[src/rtl/fifo_reader_if.sv]
`default_nettype none
// +------------------------------------------------------------------+
// | Interface   : fifo_reader_if                                     |
// | Description : FIFO read port plus downstream valid/ready stream  |
// |               with frame position, bundled for fifo_reader.      |
// | Revision    : 1.0  initial release                               |
// +------------------------------------------------------------------+
interface fifo_reader_if #(
  parameter int DATAWIDTH = 8
);
  logic                 iEN;
  logic                 iEMPT;
  logic [DATAWIDTH-1:0] iRDAT;
  logic                 oRINC;
  logic                 oVALID;
  logic [DATAWIDTH-1:0] oDATA;
  logic                 iREADY;
  logic                 oLAST;
  logic [7:0]           oCNT;

  // Reader side (the design)
  modport slave (
    input  iEN, iEMPT, iRDAT, iREADY,
    output oRINC, oVALID, oDATA, oLAST, oCNT
  );

  // Environment side (FIFO plus downstream consumer)
  modport master (
    output iEN, iEMPT, iRDAT, iREADY,
    input  oRINC, oVALID, oDATA, oLAST, oCNT
  );
endinterface
`default_nettype wire

[src/rtl/fifo_reader.sv]
`default_nettype none
// +------------------------------------------------------------------+
// | Module      : fifo_reader                                        |
// | Description : Pops words from a FIFO into a 2-entry skid buffer  |
// |               and streams them out with valid/ready, tracking    |
// |               the word position inside fixed-length frames.      |
// | Revision    : 1.0  initial release                               |
// +------------------------------------------------------------------+
module fifo_reader #(
  parameter int DATAWIDTH = 8,
  parameter int FRAMELEN  = 16
) (
  input  wire           iRCLK,
  input  wire           iRRST,
  fifo_reader_if.slave  bus
);

  localparam logic [7:0] c_CNT_LAST = 8'(FRAMELEN - 1);

  logic                 r_startup;
  logic [1:0]           r_occ;
  logic [DATAWIDTH-1:0] r_slot0;
  logic [DATAWIDTH-1:0] r_slot1;
  logic [7:0]           r_cnt;

  logic                 w_push;
  logic                 w_xfer;
  logic [1:0]           w_occ_after_pop;
  logic [DATAWIDTH-1:0] w_slot0_nxt;
  logic [DATAWIDTH-1:0] w_slot1_nxt;
  logic [1:0]           w_occ_nxt;

  // Pop whenever enabled, data is there, the empty flag is trustworthy
  // (startup over) and a slot is free. Using occ<2 rather than looking at
  // iREADY keeps the pop strobe off the downstream combinational path.
  assign w_push = bus.iEN & ~bus.iEMPT & ~r_startup & (r_occ < 2'd2);
  assign w_xfer = (r_occ != 2'd0) & bus.iREADY;

  assign w_occ_after_pop = r_occ - {1'b0, w_xfer};

  // Next buffer contents: shift on transfer first, then drop the new word
  // into the lowest slot that is free after that shift.
  always_comb begin
    w_slot0_nxt = w_xfer ? r_slot1 : r_slot0;
    w_slot1_nxt = w_xfer ? '0      : r_slot1;
    if (w_push) begin
      if (w_occ_after_pop == 2'd0) begin
        w_slot0_nxt = bus.iRDAT;
      end else begin
        w_slot1_nxt = bus.iRDAT;
      end
    end
    w_occ_nxt = w_occ_after_pop + {1'b0, w_push};
  end

  // Startup mask: the FIFO empty flag is not valid on the first cycle out of reset
  always_ff @(posedge iRCLK or posedge iRRST) begin
    if (iRRST) begin
      r_startup <= 1'b1;
    end else begin
      r_startup <= 1'b0;
    end
  end

  // Two-entry buffer and its occupancy
  always_ff @(posedge iRCLK or posedge iRRST) begin
    if (iRRST) begin
      r_occ   <= 2'd0;
      r_slot0 <= '0;
      r_slot1 <= '0;
    end else begin
      r_occ   <= w_occ_nxt;
      r_slot0 <= w_slot0_nxt;
      r_slot1 <= w_slot1_nxt;
    end
  end

  // Position of the head word within the current frame
  always_ff @(posedge iRCLK or posedge iRRST) begin
    if (iRRST) begin
      r_cnt <= 8'd0;
    end else if (w_xfer) begin
      if (r_cnt == c_CNT_LAST) begin
        r_cnt <= 8'd0;
      end else begin
        r_cnt <= r_cnt + 8'd1;
      end
    end
  end

  assign bus.oRINC  = w_push;
  assign bus.oVALID = (r_occ != 2'd0);
  assign bus.oDATA  = r_slot0;
  assign bus.oCNT   = r_cnt;
  assign bus.oLAST  = (r_occ != 2'd0) & (r_cnt == c_CNT_LAST);

endmodule
`default_nettype wire

[src/flat_wrapper.sv]
// flat-port wrapper written by rule: the top's interface ports become plain ports
module fifo_reader_flat 
#(
  parameter int DATAWIDTH = 8,
  parameter int FRAMELEN  = 16
)
  (iRCLK, iRRST, bus_iEN, bus_iEMPT, bus_iRDAT, bus_iREADY, bus_oRINC, bus_oVALID, bus_oDATA, bus_oLAST, bus_oCNT);
  fifo_reader_if #(.DATAWIDTH(DATAWIDTH)) bus_i ();
  input  wire iRCLK;
  input  wire iRRST;
  input wire logic [$bits(bus_i.iEN)-1:0] bus_iEN;
  input wire logic [$bits(bus_i.iEMPT)-1:0] bus_iEMPT;
  input wire logic [$bits(bus_i.iRDAT)-1:0] bus_iRDAT;
  input wire logic [$bits(bus_i.iREADY)-1:0] bus_iREADY;
  output wire logic [$bits(bus_i.oRINC)-1:0] bus_oRINC;
  output wire logic [$bits(bus_i.oVALID)-1:0] bus_oVALID;
  output wire logic [$bits(bus_i.oDATA)-1:0] bus_oDATA;
  output wire logic [$bits(bus_i.oLAST)-1:0] bus_oLAST;
  output wire logic [$bits(bus_i.oCNT)-1:0] bus_oCNT;
  assign bus_i.iEN = bus_iEN;
  assign bus_i.iEMPT = bus_iEMPT;
  assign bus_i.iRDAT = bus_iRDAT;
  assign bus_i.iREADY = bus_iREADY;
  assign bus_oRINC = bus_i.oRINC;
  assign bus_oVALID = bus_i.oVALID;
  assign bus_oDATA = bus_i.oDATA;
  assign bus_oLAST = bus_i.oLAST;
  assign bus_oCNT = bus_i.oCNT;
  fifo_reader #(.DATAWIDTH(DATAWIDTH), .FRAMELEN(FRAMELEN)) u_core (.iRCLK(iRCLK), .iRRST(iRRST), .bus(bus_i));
endmodule
[config.mk]
export PLATFORM = sky130hd
export DESIGN_NAME = fifo_reader_flat
export DESIGN_NICKNAME = d
export VERILOG_FILES = /design/src/rtl/fifo_reader_if.sv /design/src/rtl/fifo_reader.sv /design/src/flat_wrapper.sv
export SDC_FILE = /design/constraint.sdc
export NUM_CORES = 1
export LEC_CHECK = 0
export BUFFER_PORTS_ARGS = -buffer_cell sky130_fd_sc_hd__buf_2
export CAP_MARGIN = 20
export CORE_ASPECT_RATIO = 0.75
export CORE_UTILIZATION = 52
export CTS_CLUSTER_SIZE = 40
export DETAILED_ROUTE_END_ITERATION = 8
export GPL_ROUTABILITY_DRIVEN = 0
export PLACE_DENSITY = 0.78
export SYNTH_ARGS = -nofsm -noshare
export SYNTH_HDL_FRONTEND = slang
export SYNTH_SLANG_ARGS = --single-unit
export TNS_END_PERCENT = 1
[constraint.sdc]
create_clock -name iRCLK -period 2.4 [get_ports iRCLK]
set_input_delay 0.36 -clock iRCLK [delete_from_list [all_inputs] [get_ports iRCLK]]
set_output_delay 0.36 -clock iRCLK [all_outputs]
set_load 0.01 [all_outputs]
==> flow_metrics.py <==
metrics = {
    "floorplanning": {
        "core_area_um2": 2330,
        "io_pins": 32,
        "die_w_um": 59.6,
        "rows": 15,
        "die_h_um": 45.2,
        "start_util_pct": 55.6,
        "die-area_um2": 2700,
    },
    "setup_path": {
        "start_kind": "register",
        "endpoint_kind": "output port",
        "arrival_ps": 1720,
        "crit_required_ps": 2040,
        "worstPathMaxFanout": 5,
        "worst-setup-path-type": "reg -> out",
    },
    "yosys": {
        "syn_inst": 112,
        "synth.ff_latch_count": 27,
        "synth_flop_cell": "dfrtp_1",
        "synth_cell_types": 34,
        "synth.avg_cell_area_um2": 11.6,
        "syn_area_um2": 1290,
        "ys_seq_area_share_pct": 52.3,
        "yosys_warnings": 0,
        "synth_edf_count": 0,
        "async_flop_share_pct": 100,
        "synth.net_count": 128,
    },
    "clock_network": {
        "clk_path_buf_depth": 2,
        "post_cts_buffers": 0,
        "cts_tree": "yes",
        "ctsHoldBuffers": 0,
        "cts-resized-gates": 0,
        "clk_latency_ps": 320,
        "numCtsBuffers": 3,
        "cts_root_buf": "clkbuf_4",
        "cts_sinks": 27,
        "cts.reportedPaths.clkPinSlew_ps": 140,
        "htree_levels": 1,
    },
    "timing": {
        "rsz0062_at_grt": "no",
        "slew_viol_final": 0,
        "finalHoldWorstSlack_ps": 65.5,
        "skew_ps": 1.93,
        "setup_ws_ps": 315,
        "finalSetupViolations": 0,
        "setup_tns_ps": 0,
        "period_needed_ps": 2080,
        "fmax_mhz": 480,
        "finalCritPeriodShare_pct": 86.9,
        "hold_viol": 0,
    },
    "route": {
        "wl_per_cell_um": 14.1,
        "vias": 971,
        "antenna_left": 0,
        "wl_um": 2560,
        "first_pass_iters": 4,
        "drc": 0,
        "via_per_inst": 5.36,
        "drt_iter0_drc": 29,
    },
    "cells_and_area": {
        "utilization_pct": 65.7,
        "nFillCells": 202,
        "n_antenna_cell": 0,
        "drive_above_1_share_pct": 36.7,
        "finalNonFillerCells": 181,
        "syn_to_final_growth_pct": 18.1,
        "nets": 164,
    },
    "place": {
        "dp_hpwl_um": 1890,
        "dp_slack_ps": 577,
        "port_buffers": 31,
        "dp_cells": 177,
    },
    "pwr": {
        "power.leakage_uw": 0.000813,
        "powerDensity_nw_per_um2": 952,
        "ir_worst_vdd_mv": 0.577,
    },
    "global_route": {
        "grt_overflow": 0,
        "grt_antenna_before_repair": 0,
        "grt_max_degree": 28,
        "track_usage_pct": 21.8,
        "grt_pass1_vias": 932,
        "grt_pass1_wl_um": 4250,
    },
    "status": {
        "outcome": "complete, no violations",
    },
    "job": {
        "maxCapViolations": 0,
    },
    "min_path": {
        "hold_class": "in -> async",
    },
}
-- worst max-delay path, cell delays in order (launching register included) --
cell	delay (ps)
dfrtp_1	450
or4_1	580
nor3b_1	210
buf_2	160
-- kinds of logic after synthesis --
logic type	after synthesis	share of synthesized area [%]
mux	16	15.5
flops	27	52.3
xor+xnor	6	4.06
simple gates	35	14.6
compound gates	16	7.83
other cells	1	0.290
fa+ha+maj	3	2.90
buf+inv	8	2.61
-- cell usage after synthesis (2+ instances only) --
cell type   n  area [um2]
o21ai_0     9        45.0
mux2_2      4        45.0
nand2_1    15        56.3
mux2_4      6        90.1
ha_1        3        37.5
nand3_1     9        45.0
clkbuf_1    2        7.51
o21ai_1     2        10.0
mux2_1      4        45.0
mux2i_1     2        20.0
xnor2_1     5        43.8
nand4_1     2        12.5
dfrtp_1    26         651
inv_1       3        11.3
-- layout by cell type (no fill, tap or decap), types with 2 or more instances in the layout --
cell	Yosys	routed
nand4_1	2	2
nand2_1	15	15
xnor2_1	5	5
o21ai_1	2	2
mux2_1	4	4
buf_2	1	31
dfrtp_1	26	26
mux2_4	6	6
buf_4	0	3
clkbuf_4	0	3
nand3_1	9	9
o21ai_0	9	9
inv_1	3	3
mux2_2	4	4
ha_1	3	3
mux2i_1	2	2
-- through the flow --
step	instance area, um2	power [uW]
3_3_place_gp	1500	1240
6_report	1530	1460
3_5_place_dp	1500	1280
5_1_grt	1530	1570
2_1_floorplan	1290	1070
4_1_cts	1530	1460
-- power by group --
| part | internal [uW] | switching (uW) |
|---|---|---|
| sequential | 578 | 112 |
| clock | 65.0 | 126 |
| combinational | 271 | 304 |
| total | 913 | 542 |
-- worst paths after layout --
path                                                      from                        endpoint  slack (ps)  depth (start not counted)
worst max-delay path            u_core.bus.oCNT[5]$_DFFE_PP0P_                       bus_oLAST         320                          3
worst min-delay path                                     iRRST   u_core.bus.oDATA[3]$_DFF_PP0_          70                          3
min in group iRCLK                                bus_iRDAT[3]   u_core.bus.oDATA[3]$_DFF_PP0_         260                          2
max in group asynchronous                                iRRST      u_core.r_startup$_DFF_PP1_        2040                          3
worst min register to register  u_core.bus.oCNT[7]$_DFFE_PP0P_  u_core.bus.oCNT[7]$_DFFE_PP0P_         510                          1
worst max register to register       u_core.r_occ[1]$_DFF_PP0_     u_core.r_slot1[4]$_DFF_PP0_         550                          6
-- final cells by class --
class	count	area (um2)	area share [%]
Inverter	5	21.3	1.39
Clock buffer	4	26.3	1.72
Multi-Input combinational cell	77	584	38.2
Timing Repair Buffer	34	178	11.6
Sequential cell	27	677	44.3
Tap cell	34	42.5	2.78
-- flip-flops by register name, indices dropped and copies added, names as in the netlist --
name              count
u_core.bus.oCNT       8
u_core.bus.oDATA      8
u_core.r_occ          2
u_core.r_slot1        8
u_core.r_startup      1
-- routing by layer --
| layer | GRT usage (%) | part of all wire, % |
|---|---|---|
| met1 | 27.6 | 45 |
| met2 | 38.0 | 49 |
| met3 | 6.02 | 5.4 |
| met4 | 4.19 | 0.55 |
| met5 | 0 | 0 |
Power figures use the tool's default switching activity.
